<file path="src/rtl/seq_vedic_mul16.sv">
// 16x16 unsigned multiplier: one shared 8x8 Vedic unit and one 16-bit adder slice, four partial products.
// Latency 5 cycles from accepted start to done; start is ignored while busy (no queueing).
module seq_vedic_mul16 (
  input  logic        clk,
  input  logic        rst,
  input  logic        start,
  input  logic [15:0] a,
  input  logic [15:0] b,
  output logic        busy,
  output logic        done,
  output logic [31:0] product
);

  typedef enum logic [2:0] {S_IDLE, S_PP0, S_PP1, S_PP2, S_PP3} state_e;

  state_e      state_q, state_d;
  logic [15:0] a_q, a_d, b_q, b_d;
  logic [31:0] acc_q, acc_d;
  logic [31:0] product_q, product_d;
  logic        done_q, done_d;

  logic [7:0]  mul_x, mul_y;
  logic [15:0] pp;
  logic [15:0] add_x;
  logic [16:0] add_sum;
  logic        slice_cout;
  logic [7:0]  inc_out;

  // Urdhva Tiryagbhyam: column k sums every crosswise bit pair x[i]&y[k-i] plus the carry from column k-1.
  function automatic logic [15:0] vedic8(input logic [7:0] x, input logic [7:0] y);
    logic [15:0] p;
    logic [4:0]  col;
    logic [3:0]  carry;
    p     = '0;
    carry = '0;
    for (int k = 0; k < 15; k++) begin
      col = {1'b0, carry};
      for (int i = 0; i < 8; i++) begin
        if ((k - i) >= 0 && (k - i) < 8) begin
          col = col + {4'b0000, x[i] & y[3'(k - i)]};
        end
      end
      p[k]  = col[0];
      carry = col[4:1];
    end
    p[15] = carry[0];
    return p;
  endfunction

  always_comb begin
    mul_x = a_q[7:0];
    mul_y = b_q[7:0];
    case (state_q)
      S_PP1:   begin mul_x = a_q[15:8]; mul_y = b_q[7:0];  end
      S_PP2:   begin mul_x = a_q[7:0];  mul_y = b_q[15:8]; end
      S_PP3:   begin mul_x = a_q[15:8]; mul_y = b_q[15:8]; end
      default: begin mul_x = a_q[7:0];  mul_y = b_q[7:0];  end
    endcase
    pp = vedic8(mul_x, mul_y);

    // The final partial product lands two bytes up; the cross terms land one byte up.
    add_x      = (state_q == S_PP3) ? acc_q[31:16] : acc_q[23:8];
    add_sum    = {1'b0, add_x} + {1'b0, pp};
    slice_cout = add_sum[16];
    inc_out    = acc_q[31:24] + {7'b0000000, slice_cout};
  end

  always_comb begin
    state_d   = state_q;
    a_d       = a_q;
    b_d       = b_q;
    acc_d     = acc_q;
    product_d = product_q;
    done_d    = 1'b0;
    case (state_q)
      S_IDLE: begin
        if (start) begin
          a_d     = a;
          b_d     = b;
          state_d = S_PP0;
        end
      end
      S_PP0: begin
        acc_d   = {16'h0000, pp};
        state_d = S_PP1;
      end
      // acc[31:24] is zero entering PP1, so the incrementer simply deposits the carry in bit 24.
      S_PP1: begin
        acc_d   = {inc_out, add_sum[15:0], acc_q[7:0]};
        state_d = S_PP2;
      end
      S_PP2: begin
        acc_d   = {inc_out, add_sum[15:0], acc_q[7:0]};
        state_d = S_PP3;
      end
      S_PP3: begin
        product_d = {add_sum[15:0], acc_q[15:0]};
        done_d    = 1'b1;
        state_d   = S_IDLE;
      end
      default: state_d = S_IDLE;
    endcase
  end

  always_ff @(posedge clk) begin
    if (rst) begin
      state_q   <= S_IDLE;
      a_q       <= '0;
      b_q       <= '0;
      acc_q     <= '0;
      product_q <= '0;
      done_q    <= 1'b0;
    end else begin
      state_q   <= state_d;
      a_q       <= a_d;
      b_q       <= b_d;
      acc_q     <= acc_d;
      product_q <= product_d;
      done_q    <= done_d;
    end
  end

  assign busy    = (state_q != S_IDLE);
  assign done    = done_q;
  assign product = product_q;

endmodule

</file>
<file path="config.mk">
export PLATFORM = sky130hd
export DESIGN_NAME = seq_vedic_mul16
export DESIGN_NICKNAME = d
export VERILOG_FILES = /design/src/rtl/seq_vedic_mul16.sv
export SDC_FILE = /design/constraint.sdc
export NUM_CORES = 1
export LEC_CHECK = 0
export BUFFER_PORTS_ARGS = -buffer_cell sky130_fd_sc_hd__buf_2
export CAP_MARGIN = 5
export CELL_PAD_IN_SITES_DETAIL_PLACEMENT = 1
export CELL_PAD_IN_SITES_GLOBAL_PLACEMENT = 1
export CORE_ASPECT_RATIO = 0.9
export CORE_MARGIN = 5
export CORE_UTILIZATION = 43
export DETAILED_ROUTE_END_ITERATION = 7
export GPL_TIMING_DRIVEN = 0
export PLACE_DENSITY_LB_ADDON = 0.25
export SETUP_SLACK_MARGIN = 0.1
export SLEW_MARGIN = 10
export SYNTH_ARGS = -nofsm -noshare
export SYNTH_HDL_FRONTEND = slang
export SYNTH_SLANG_ARGS = --single-unit
export TNS_END_PERCENT = 30
</file>
<file path="constraint.sdc">
create_clock -name clk -period 19.5 [get_ports clk]
set_clock_uncertainty 0.1 [all_clocks]
set_input_delay 3.9 -clock clk [delete_from_list [all_inputs] [get_ports clk]]
set_output_delay 3.9 -clock clk [all_outputs]
set_load 0.005 [all_outputs]
</file>
==> reports/summary.txt <==
status - completed
Synth cell types - 63
min Tclk post-route - 15.20 ns
Synth area leader - dfxtp_1
critical path data arrival time - 15.37 ns
drt wl/cell - 18.4 µm
I/O Pins - 69
top_reg_cell synth - dfxtp_1
EDFF count, synth - 0
routability cong. - 0.923
ratio of cells with drive above 1 in the final layout - 12.2%
CTS sink cnt - 92
I/O Buffers - 60
leak pwr - 0.00254 µW
commonest cells after routing, fill and taps aside - nand2_1 (162), dfxtp_1 (92), a21oi_1 (72)
Antenna Violating Nets Remaining - 0
Reg clk slew, reported paths - 0.07 ns
Area growth syn-to-layout - 15.9%
CTS Buf Count - 9
CP max stage delay - 0.72 ns
asr flop ratio synth - 0%
RSZ-0062 raised after global routing - no
first-pass GRT wire length - 26500 µm
Mapped Cells - 660
Die X - 126 µm
Setup TNS Final - 0 ns
Setup-failing EPs final - 0
Seq/Total Area, Yosys - 35.3%
initial core utilization - 43.6%
Slew Limit Fails - 0
Yosys warnings - 0
final WL - 16500 µm
FF+latch count, synth - 92
clock latency on the worst-skew pair - 0.36 ns
antenna violations before repair - 0
Max VDD drop - 0.0554 mV
DR iter-0 viols - 293
design area - 6050 µm²
setup bufs post-CTS - 0
CORE AREA - 12000 µm²
pwr dens - 75.3 nW/µm²
H-Tree Depth - 3
WS Path Type - reg -> reg
via count - 4962
die height - 115 µm
# rows - 38
area post-placement - 5720 µm²
crit-path max FO - 10
Req. time, crit path - 19.67 ns
f_max - 65.8 MHz
Slew HR - 40.3%
grt ovf - 0
# Max-Cap Violations - 0
Pre-antenna DRT Iters - 5
mean post-synth cell area - 7.91 µm²
slew at the pin closest to its max-slew limit - 0.892 ns
drt drc - 0
Total GRT Usage - 23.3%
crit-path most repeated cell - fa_1
Net count, final - 809
fin crit share - 78.0%
synthesized cell area - 5220 µm²
Critical Path End Type - register
number of hold buffers added after cts - 0
worst hold path type - reg -> reg
worst-case clock buffer depth - 2
Final Hold Vio Count - 0
Setup crit start kind - register
top cells by area, synth - dfxtp_1 (35%), nand2_1 (12%), fa_1 (8.4%)
Detail Placement HPWL - 12800 µm
DR vias/cell - 5.54
CTS tree - done
Synthesized Nets - 738
vias in the first global route - 5101
Resized cells post-CTS - 0
CTS Root Cell - clkbuf_16
Yosys top cell area share - 35.3%
CP max stage cell - mux2i_1
diode count - 0
Die Area - 14400 µm²
commonest non-fill, non-tap cell in the layout - nand2_1
largest net degree at the start of global routing - 16
[per-stage QoR]
stage	power [µW]	hold WS [ns]	utilization (%)	setup slack, ns	std cells
after floorplan	242	0.332	-	5.69	660
after detailed placement	266	0.347	47.7	4.25	880
final	456	0.353	50.5	4.30	896
after global placement	263	0.342	47.7	4.68	880
after global routing	474	0.367	50.5	3.40	896
after CTS	460	0.356	50.5	4.21	896
[power breakdown]
| group | internal (µW) | switching (µW) |
|---|---|---|
| clock | 116 | 77.5 |
| combinational | 19.3 | 43.6 |
| sequential | 195 | 4.46 |
[area by class of cell]
class                   count  area, µm²
inverters                  37        139
fillers                  1547       5930
well taps                 160        200
clock inverters             5       85.1
repair buffers             60        300
multi-input cells         500       3120
clock buffers              11        243
plain buffers              31        124
flip-flops and latches     92       1840
[state kept, by name (all words and copies together), names as in the netlist]
name     count
state_q      3
acc_q       32
b_q          8
product     32
a_q         16
done         1
[per-layer routing]
layer	GRT usage, %	part of all wire (%)	vias up
met3	5.27	6.9	27
met4	7.79	1.9	0
met1	31.6	46	2399
li1	-	-	2381
met5	0	0	-
met2	36.9	45	155
[worst paths after layout]
path | slack, ns | from | end | cells past startpoint
worst min register to register | 0.35 | product[10] | product[10] | 2
worst max register to register | 4.30 | state_q[0] | acc_q[28] | 54
worst min-delay path | 0.35 | product[10] | product[10] | 2
worst max-delay path | 4.30 | state_q[0] | acc_q[28] | 54
[synthesized netlist by cell type, types with 3 or more instances]
master	count
nand2_1	162
dfxtp_1	92
a21oi_1	72
nor2_1	61
inv_1	36
clkbuf_1	25
fa_1	22
ha_1	21
o21ai_0	17
mux2i_1	14
nand3_1	14
nor3_1	13
and3_1	7
a22oi_1	5
a311o_1	5
buf_1	5
nand2b_1	5
o21a_1	5
a21o_1	4
nand4_1	4
nor2b_1	4
a211o_1	3
a21boi_0	3
a311oi_1	3
and2_1	3
or2_2	3
or3_1	3
xnor2_1	3
xor2_1	3
[logic make-up after synthesis]
kind of cell / synth area share, %
compound gates: 18.5
xor+xnor: 1.32
flops: 35.3
simple gates: 23.1
buf+inv: 5.03
fa+ha+maj: 13.5
mux: 3.33
[worst max-delay path: cells and delay by family (launching register included)]
kind                     cells  cell delay (ns)
AO/OA/AOI/OAI                4             1.02
buffers and inverters       13             1.39
multiplexers                 1             0.72
flip-flops                   1             0.36
AND/OR/NAND/NOR              7             0.81
adder cells (fa/ha/maj)     29            10.72
Power figures use the tool's default switching activity.
